[config.mk]
export PLATFORM = sky130hd
export DESIGN_NAME = regfile_wb_arbiter_flat
export DESIGN_NICKNAME = d
export VERILOG_FILES = /design/src/rtl/regfile_wb_arbiter_if.sv /design/src/rtl/regfile_wb_arbiter.sv /design/src/flat_wrapper.sv
export SDC_FILE = /design/constraint.sdc
export NUM_CORES = 1
export LEC_CHECK = 0
export CELL_PAD_IN_SITES_DETAIL_PLACEMENT = 1
export CELL_PAD_IN_SITES_GLOBAL_PLACEMENT = 1
export CORE_MARGIN = 2
export CORE_UTILIZATION = 30
export DETAILED_ROUTE_END_ITERATION = 6
export GPL_TIMING_DRIVEN = 0
export PLACE_DENSITY_LB_ADDON = 0.1
export SLEW_MARGIN = 20
export SYNTH_ARGS = -nofsm -noshare
export SYNTH_HDL_FRONTEND = slang
export SYNTH_SLANG_ARGS = --single-unit
export TNS_END_PERCENT = 5
[constraint.sdc]
create_clock -name clock -period 2.05 [get_ports clock]
set_input_delay 0.3075 -clock clock [delete_from_list [all_inputs] [get_ports clock]]
set_output_delay 0.3075 -clock clock [all_outputs]
set_load 0.05 [all_outputs]
[src/rtl/regfile_wb_arbiter_if.sv]
// regfile_wb_arbiter_if: writeback request/grant and register-file write bundle
interface regfile_wb_arbiter_if;
  logic        alu_valid;
  logic        alu_ready;
  logic [3:0]  alu_reg;
  logic [3:0]  alu_data;
  logic        mem_valid;
  logic        mem_ready;
  logic [3:0]  mem_reg;
  logic [3:0]  mem_data;
  logic        regwrite;
  logic [3:0]  write_reg;
  logic [3:0]  write_data;
  logic        stall;
  logic [15:0] pending;
  modport master (
    output alu_valid, alu_reg, alu_data, mem_valid, mem_reg, mem_data,
    input  alu_ready, mem_ready, regwrite, write_reg, write_data, stall, pending
  );
  modport slave (
    input  alu_valid, alu_reg, alu_data, mem_valid, mem_reg, mem_data,
    output alu_ready, mem_ready, regwrite, write_reg, write_data, stall, pending
  );
endinterface

[src/rtl/regfile_wb_arbiter.sv]
// regfile_wb_arbiter: ALU/MEM writeback arbiter; define WB_RR_EN for round-robin, else ALU priority with starvation guard
module regfile_wb_arbiter #(
  parameter int STARVE_LIMIT = 3
) (
  input logic                  clock,
  input logic                  reset,
  regfile_wb_arbiter_if.slave  wb
);
  logic       mem_win;
  logic       regwrite_q, regwrite_d;
  logic [3:0] write_reg_q, write_reg_d;
  logic [3:0] write_data_q, write_data_d;
  logic [15:0] pending_d;
`ifdef WB_RR_EN
  logic ptr_q, ptr_d;
  assign mem_win = !ptr_q;
  // remember last granted requester (1 = MEM) so ties alternate
  always_comb ptr_d = wb.alu_ready ? 1'b0 : wb.mem_ready ? 1'b1 : ptr_q;
  // round-robin pointer register
  always_ff @(posedge clock or posedge reset)
    if (reset) ptr_q <= 1'b1;
    else       ptr_q <= ptr_d;
`else
  logic [3:0] mem_wait_q, mem_wait_d;
  assign mem_win = mem_wait_q >= 4'(STARVE_LIMIT);
  // count cycles MEM loses, saturating; a MEM grant clears it
  always_comb
    mem_wait_d = wb.mem_ready ? 4'd0 :
                 (wb.mem_valid && mem_wait_q != 4'hf) ? mem_wait_q + 4'd1 : mem_wait_q;
  // starvation counter register
  always_ff @(posedge clock or posedge reset)
    if (reset) mem_wait_q <= 4'd0;
    else       mem_wait_q <= mem_wait_d;
`endif
  assign wb.alu_ready  = wb.alu_valid & (!wb.mem_valid | !mem_win);
  assign wb.mem_ready  = wb.mem_valid & (!wb.alu_valid | mem_win);
  assign wb.stall      = (wb.alu_valid & !wb.alu_ready) | (wb.mem_valid & !wb.mem_ready);
  assign wb.regwrite   = regwrite_q;
  assign wb.write_reg  = write_reg_q;
  assign wb.write_data = write_data_q;
  assign wb.pending    = pending_d;
  // output stage next state: load the granted request, r0 writes are swallowed
  always_comb begin
    regwrite_d   = wb.alu_ready ? (wb.alu_reg != 4'd0) : wb.mem_ready ? (wb.mem_reg != 4'd0) : 1'b0;
    write_reg_d  = wb.alu_ready ? wb.alu_reg  : wb.mem_ready ? wb.mem_reg  : write_reg_q;
    write_data_d = wb.alu_ready ? wb.alu_data : wb.mem_ready ? wb.mem_data : write_data_q;
  end
  // registered write port towards the register file
  always_ff @(posedge clock or posedge reset)
    if (reset) begin
      regwrite_q   <= 1'b0;
      write_reg_q  <= 4'd0;
      write_data_q <= 4'd0;
    end else begin
      regwrite_q   <= regwrite_d;
      write_reg_q  <= write_reg_d;
      write_data_q <= write_data_d;
    end
  // destinations with a write in flight: committing now or still requested
  always_comb begin
    pending_d = '0;
    for (int i = 1; i < 16; i++)
      pending_d[i] = (regwrite_q && write_reg_q == 4'(i)) ||
                     (wb.alu_valid && wb.alu_reg == 4'(i)) ||
                     (wb.mem_valid && wb.mem_reg == 4'(i));
  end
endmodule

[src/flat_wrapper.sv]
// flat-port wrapper written by rule: the top's interface ports become plain ports
module regfile_wb_arbiter_flat 
#(
  parameter int STARVE_LIMIT = 3
)
  (clock, reset, wb_alu_valid, wb_alu_reg, wb_alu_data, wb_mem_valid, wb_mem_reg, wb_mem_data, wb_alu_ready, wb_mem_ready, wb_regwrite, wb_write_reg, wb_write_data, wb_stall, wb_pending);
  regfile_wb_arbiter_if wb_i ();
  input logic clock;
  input logic reset;
  input wire logic [$bits(wb_i.alu_valid)-1:0] wb_alu_valid;
  input wire logic [$bits(wb_i.alu_reg)-1:0] wb_alu_reg;
  input wire logic [$bits(wb_i.alu_data)-1:0] wb_alu_data;
  input wire logic [$bits(wb_i.mem_valid)-1:0] wb_mem_valid;
  input wire logic [$bits(wb_i.mem_reg)-1:0] wb_mem_reg;
  input wire logic [$bits(wb_i.mem_data)-1:0] wb_mem_data;
  output wire logic [$bits(wb_i.alu_ready)-1:0] wb_alu_ready;
  output wire logic [$bits(wb_i.mem_ready)-1:0] wb_mem_ready;
  output wire logic [$bits(wb_i.regwrite)-1:0] wb_regwrite;
  output wire logic [$bits(wb_i.write_reg)-1:0] wb_write_reg;
  output wire logic [$bits(wb_i.write_data)-1:0] wb_write_data;
  output wire logic [$bits(wb_i.stall)-1:0] wb_stall;
  output wire logic [$bits(wb_i.pending)-1:0] wb_pending;
  assign wb_i.alu_valid = wb_alu_valid;
  assign wb_i.alu_reg = wb_alu_reg;
  assign wb_i.alu_data = wb_alu_data;
  assign wb_i.mem_valid = wb_mem_valid;
  assign wb_i.mem_reg = wb_mem_reg;
  assign wb_i.mem_data = wb_mem_data;
  assign wb_alu_ready = wb_i.alu_ready;
  assign wb_mem_ready = wb_i.mem_ready;
  assign wb_regwrite = wb_i.regwrite;
  assign wb_write_reg = wb_i.write_reg;
  assign wb_write_data = wb_i.write_data;
  assign wb_stall = wb_i.stall;
  assign wb_pending = wb_i.pending;
  regfile_wb_arbiter #(.STARVE_LIMIT(STARVE_LIMIT)) u_core (.clock(clock), .reset(reset), .wb(wb_i));
endmodule
Word level (Yosys, flattened, before mapping):

Cells that the tools add are included.

* add/subtract/negate cells: 1
* magnitude comparators: 1
* equality and inequality tests: 46
* mux-type cells: 8
* bitwise logic cells: 7
* reduce and logical (&&, ||, !) cells: 85

Operators by type and width (count)
* 4-bit == test, second input constant: 24
* 4-bit by 3-bit == test with 1-bit output, second input constant: 12
* 1-bit logical AND: 46
* 1-bit logical OR: 30
* 4-bit by 2-bit == test with 1-bit output, second input constant: 6
* 4-bit 2-to-1 mux: 6
* 4-bit by 1-bit == test with 1-bit output, second input constant: 3
* 4-bit nonzero test: 2
* 1-bit zero test: 5
* 4-bit by 1-bit adder with 4-bit output, second input constant: 1
* 1-bit bitwise AND: 4
* 4-bit by 2-bit >= comparator with 1-bit output, second input constant: 1
* 4-bit != test, second input constant: 1
* 2-bit nonzero test: 2
* 1-bit OR: 3
* 1-bit 2-to-1 mux: 2

* register bits after elaboration: 13
* input bits: 20
* output and inout bits: 28
* logic and storage cells: 152

Depth between registers and ports, before layout:

Gate-level depths: netlist (run 1).

* word-level depth: 7
* gate-level depth with buffers: 5
* gate-level depth less buffers: 4

Least setup slack after synthesis (run 1):

Ideal clock, no wire load.

* path kind: register to output
* start: register u_core.regwrite_q, in the netlist u_core.wb.regwrite
* end: output port wb_pending[3]
* data arrival time: 1.480 ns
* data required time: 1.742 ns
* path slack: 0.263 ns
* cell stages (with the launch flop): 4
* cells stage by stage: dfrtp_1 nor3b_1 nand3_1 nand3_1

* word-level cells in the longest chain between the ends: 3

Ends and longest elaborated chain
* start, declared: RTL line regfile_wb_arbiter.sv:10 `logic regwrite_q, regwrite_d;`
* start signal, assigned: RTL line regfile_wb_arbiter.sv:55 `regwrite_q <= regwrite_d;`
* 1-bit logical AND: RTL line regfile_wb_arbiter.sv:63 `pending_d[i] = (regwrite_q && write_reg_q == 4'(i)) ||`
* 1-bit logical OR: RTL line regfile_wb_arbiter.sv:63
* 1-bit logical OR: RTL line regfile_wb_arbiter.sv:64 `(wb.alu_valid && wb.alu_reg == 4'(i)) ||`
* end, declared: RTL line flat_wrapper.sv:22 `output wire logic [$bits(wb_i.pending)-1:0] wb_pending;`

No other way between the ends.

Worst setup path in the final report (run 1):

* start: input port wb_mem_valid
* end: output port wb_pending[1]

* word-level cells in the longest chain between the ends: 2

Ends and longest elaborated chain
* start, declared: RTL line flat_wrapper.sv:13 `input wire logic [$bits(wb_i.mem_valid)-1:0] wb_mem_valid;`
* 1-bit logical AND: RTL line regfile_wb_arbiter.sv:65 `(wb.mem_valid && wb.mem_reg == 4'(i));`
* 1-bit logical OR: RTL line regfile_wb_arbiter.sv:64

No other way between the ends.

==> results of run 1 <==
## metal layers
metal | global-route usage (%) | up-vias
met1 | 22.5 | 605
met2 | 36.5 | 39
met3 | 1.20 | 7
met4 | 7.03 | 0
li1 | - | 587
met5 | 0 | -
## cell usage in the layout (no fill, tap or decap), drive strengths merged
cell / n
a222oi: 2
ha: 1
a22oi: 9
inv: 5
nor4b: 1
nor2: 9
clkdlybuf4s15: 1
dlygate4sd2: 4
nor3b: 3
and3: 3
conb: 1
nand2: 19
a211oi: 3
nor4: 1
dfrtp: 13
clkdlybuf4s50: 19
a21o: 1
a21oi: 3
mux2i: 10
buf: 23
o41ai: 1
clkbuf: 8
and3b: 6
and2: 1
nand3: 17
and2b: 2
o21ai: 1
a221o: 5
nor2b: 9
## area by class of cell
type                    count  share of cell area, %
inverters                   5                   1.19
plain buffers              10                   4.83
repair buffers             41                   21.1
well taps                  48                   3.80
clock buffers               4                   2.85
flip-flops and latches     13                   20.6
multi-input cells         108                   45.6
## report_power, final
group | internal, uW | leakage (uW) | switching, uW | total [uW]
Clock | 138 | 0.0000228 | 95.6 | 233
Combinational | 155 | 0.000601 | 300 | 455
Sequential | 282 | 0.000157 | 30.5 | 313
Total | 575 | 0.000781 | 426 | 1000
## worst paths after layout
check                           cells past startpoint  slack, ns                              from                                  end
min in group clock                                  3       0.42                     wb_alu_reg[0]   u_core.wb.write_reg[0]$_DFFE_PP0P_
max in group asynchronous                           2       1.31                             reset  u_core.wb.write_data[3]$_DFFE_PP0P_
worst max register to register                      5       0.49  u_core.mem_wait_q[0]$_DFFE_PP0P_  u_core.wb.write_data[3]$_DFFE_PP0P_
worst max-delay path                                6     -0.003                      wb_mem_valid                        wb_pending[1]
worst min-delay path                                2       0.39                             reset  u_core.wb.write_data[1]$_DFFE_PP0P_
worst min register to register                      1       0.48  u_core.mem_wait_q[0]$_DFFE_PP0P_     u_core.mem_wait_q[0]$_DFFE_PP0P_
## what timing repair did
item                                    CTS  global route
gates resized for setup                  88            14
gates cloned                              0             0
hold buffers                              0             0
endpoints found under the setup margin   18            12
pin swaps                                 1             0
## worst max-delay path, stage by stage
cell and delay (ns):
clkdlybuf4s50_1 0.54, buf_4 0.20, nor3b_4 0.25, a22oi_1 0.14, nand2_1 0.11, buf_4 0.19
## logic make-up (layout without fill, tap and decap cells)
kind of cell / after synthesis / after routing / share of synthesized area (%)
and+or+nand+nor: 71 / 71 / 35.1
AOI/OAI and AO/OA: 25 / 25 / 17.5
buffers and inverters: 15 / 60 / 8.13
muxes: 10 / 10 / 8.91
other: 1 / 1 / 0.334
adders and majority gates: 1 / 1 / 1.11
DFF: 13 / 13 / 29.0
## through the flow
| stage | TNS [ns] | hold slack, ns | worst slack, ns | std cells | total power, uW |
|---|---|---|---|---|---|
| 2_1_floorplan | 0 | 0.184 | 0.263 | 136 | 619 |
| 3_3_place_gp | -9.13 | 0.466 | -0.826 | 225 | 778 |
| 3_5_place_dp | -9.47 | 0.485 | -0.854 | 225 | 790 |
| 4_1_cts | -0.243 | 0.408 | -0.0940 | 229 | 1010 |
| 5_1_grt | -0.340 | 0.429 | -0.106 | 229 | 1050 |
| 6_report | -0.00262 | 0.390 | -0.00262 | 229 | 1000 |
==> results.yml, run 1 <==
logic_synthesis:
  ys.flop_type: "dfrtp_1"
  synth_seq_area_share_pct: 29.0
  synth_cell_types: 30
  synth_seq_cells: 13
  synth-edff-count: 0
  yosys_warnings: 0
  synth.area.top_cells: "dfrtp_1 29%, mux2i_1 8.9%, nand3_1 7.6%"
  synth-async-reset-ratio_pct: 100
  yosysMostFrequentCell: "nand2_1"
  yosysTopAreaCellShare_pct: 29.0
  synth_commonest_cells: "19 x nand2_1, 17 x nand3_1, 13 x dfrtp_1"
  synthCells: 136
  synth_area_um2: 1120
  netlist.top_cell.by_area: "dfrtp_1"
  syn_nets: 157
  syn_avg_cell_area_um2: 8.26
floorplanning:
  coreArea_um2: 3630
  ios: 48
  initial_core_util_pct: 30.9
  rows: 22
  die_area_um2: 4250
  die_x_um: 65.2
  die_y_um: 65.2
flow_run:
  max_cap_viol_count: 0
clock_tree:
  clock_path_buffers: 2
  clk_pin_slew_ns: 0.06
  clkSinkCount: 13
  htree_levels: 1
  cts-root-buf: "clkbuf_8"
  postCtsSetupRepairBufs: 0
  cts_tree: "built"
  clk_latency_ns: 0.25
  numCtsBuffers: 3
place:
  routabilityCongestion: 0.809
  dp_hpwl_um: 2960
  port-buffer-count: 41
  placed_cell_area_um2: 1590
run_status:
  status: "complete, but fails checks"
  violations: "setup timing"
timing:
  final_max_slew_viol_count: 0
  layout_min_cycle_time_ns: 2.05
  finalHoldViolations: 0
  relSlewSlack_pct: 65.6
  clock-skew-final_ns: 0.00133
  rsz0062_at_grt: "true"
  setup_viol: 1
  fin_crit_sh_pct: 100
  tightest_slew_ns: 0.515
  fin_ws_ns: -0.00262
  clock.fmax_mhz: 487
power:
  cellPowerDensity_nw_per_um2: 633
  vdd_drop_max_mv: 0.365
  p_leak_uw: 0.000781
grt:
  grt_pass1_wl_um: 6320
  antenna_found_initial: 0
  grt_pass1_vias: 1332
  grt_max_degree: 14
  overflow: 0
  grtUsageTotal_pct: 19.2
worst_setup_path:
  worstPathRequired_ns: 1.74
  cp.arrival_ns: 1.75
  worstSetupPathType: "in2out"
  end_kind: "output pin"
  start_kind: "input port"
  worstPathMaxFanout: 10
drt:
  dr_wl_met2_um: 2110
  wl_um: 3920
  drt-vias-per-instance: 5.41
  dr.pass1.iters: 4
  wl_met3_um: 161
  vias: 1238
  drt-met1-wl_um: 1590
  drc_errors: 0
  wl_per_cell_um: 17.1
  ant_nets: 0
  drt_iter0_markers: 62
  highest-signal-layer: "met4"
layout:
  areaGrowthSynthToFinish_pct: 40.6
  antenna_cells: 0
  stdcell_area_um2: 1580
  fill_cells: 475
  drive_gt1_share_pct: 18.8
  fin_util_pct: 43.5
  fin_nets: 203
  final-seq-area_um2: 325
  multi_input_area_um2: 721
worst_hold_path:
  hold_path_class: "in2async"
Power figures use the tool's default switching activity.
==> run 2, diff against run 1 <==
Settings changed: CAP_MARGIN set to 40.
Clock period 2.05 ns to 2.2 ns, I/O delays scaled along.
==> run 2 against run 1 <==
Compared with the run above:
- critical path type unchanged
- final cell count unchanged
- global-route usage down 0.22 points
- cell area rose by 3.3%
- core utilization up 1.4 points
- largest power group unchanged
- highest routed layer unchanged
- the run now ends clean
==> results.yml, run 2 (synthesis results as in run 1) <==
worst_setup_path:
  worstPathMaxFanout: 10
  end_kind: "output pin"
  slowest_delay_ns: 0.54
  worstReg2RegStart: "u_core.mem_wait_q[0]$_DFFE_PP0P_"
  cp_cell_sequence: "clkdlybuf4s50_1 > buf_4 > nor3b_4 > a22oi_1 > nand2_1 > clkbuf_4"
  cp_slowest_cell: "clkdlybuf4s50_1"
  reg2reg_slack_ns: 0.60
  start_kind: "input port"
  worstSetupPathType: "in2out"
  r2r_cells: 5
  worstPathRequired_ns: 1.87
  cp.arrival_ns: 1.80
  r2r_end: "u_core.wb.write_data[3]$_DFFE_PP0P_"
floorplanning:
  initial_core_util_pct: 30.9
  coreArea_um2: 3630
  ios: 48
  die_area_um2: 4250
  rows: 22
  die_y_um: 65.2
  die_x_um: 65.2
timing:
  final_max_slew_viol_count: 0
  rsz0062_at_grt: "true"
  setup_viol: 0
  clock-skew-final_ns: 0.000804
  tightest_slew_ns: 0.505
  clock.fmax_mhz: 469
  relSlewSlack_pct: 66.2
  layout_min_cycle_time_ns: 2.13
  finalHoldViolations: 0
  fin_crit_sh_pct: 96.8
grt:
  grtUsageTotal_pct: 19.0
  overflow: 0
  grt_max_degree: 14
  antenna_found_initial: 0
  grt_pass1_vias: 1341
  grt_pass1_wl_um: 6230
power:
  totalPowerFinal_uw: 938
  p_leak_uw: 0.000799
  vdd_drop_max_mv: 0.342
  cellPowerDensity_nw_per_um2: 575
place:
  routabilityCongestion: 0.809
  place_inst: 225
  port-buffer-count: 41
  dp_hpwl_um: 2960
clock_tree:
  postCtsSetupRepairBufs: 0
  cts-root-buf: "clkbuf_8"
  cts_tree: "built"
  clkSinkCount: 13
  clock_path_buffers: 2
  cts-hold-fix-buffers: 0
  clk_pin_slew_ns: 0.06
  htree_levels: 1
  clk_latency_ns: 0.25
  cts_resized: 54
  numCtsBuffers: 3
drt:
  ant_nets: 0
  drt_iter0_markers: 59
  vias: 1229
  dr.pass1.iters: 4
  drc_errors: 0
  wl_um: 3900
  wl_per_cell_um: 17.0
  drt-vias-per-instance: 5.37
layout:
  areaGrowthSynthToFinish_pct: 45.3
  drive_gt1_share_pct: 18.8
  antenna_cells: 0
  mostFrequentLayoutCells: "19 x nand2_1, 19 x clkdlybuf4s50_1, 17 x nand3_1"
  layout.cells.non_filler: 229
  fin_util_pct: 44.9
  fin_nets: 203
run_status:
  status: "finished clean"
flow_run:
  max_cap_viol_count: 0
worst_hold_path:
  hold_path_class: "in2async"
run 2: layout make-up:
type	count	area, um^2
Buffer	10	76.3
Multi-Input combinational cell	108	721
Inverter	5	18.8
Clock buffer	4	45.0
Sequential cell	13	325
Timing Repair Buffer	41	387
Tap cell	48	60.1
Fill cell	466	2000
run 2: report_power, final:
part | switching, uW | internal (uW) | leakage, uW | total [uW]
clock network | 89.8 | 128 | 0.0000228 | 218
logic | 279 | 150 | 0.000619 | 429
registers | 27.8 | 263 | 0.000157 | 291
total | 396 | 542 | 0.000799 | 938
run 2: through the flow:
| step | setup slack, ns | setup TNS (ns) | hold WS [ns] | instance area [um^2] |
|---|---|---|---|---|
| 6_report | 0.0694 | 0 | 0.409 | 1630 |
| 3_5_place_dp | -0.749 | -7.56 | 0.485 | 1590 |
| 4_1_cts | -0.168 | -0.808 | 0.431 | 1640 |
| 3_3_place_gp | -0.721 | -7.22 | 0.466 | 1590 |
| 2_1_floorplan | 0.390 | 0 | 0.207 | 1120 |
| 5_1_grt | -0.0359 | -0.0801 | 0.451 | 1630 |
run 2: critical path, delay by kind of cell:
family | cells | cell delay [ns]
buf+inv | 3 | 0.96
simple gates | 2 | 0.37
compound gates | 1 | 0.14
run 2: worst max path at each step:
| stage | startpoint | to |
|---|---|---|
| floorplan | u_core.wb.regwrite$_DFF_PP0_ | wb_pending[3] |
| global placement | wb_mem_valid | wb_pending[3] |
| detailed placement | wb_mem_valid | wb_pending[2] |
| CTS | wb_alu_reg[2] | wb_pending[9] |
| global route | wb_mem_valid | wb_pending[3] |
| finish | wb_mem_valid | wb_pending[1] |
run 2: metal layers:
metal	wire, um	track usage [%]	vias to the layer above
met5	0	0	-
met4	62	7.55	0
met3	141	1.20	7
met2	2120	36.5	36
met1	1570	21.7	600
li1	-	-	586
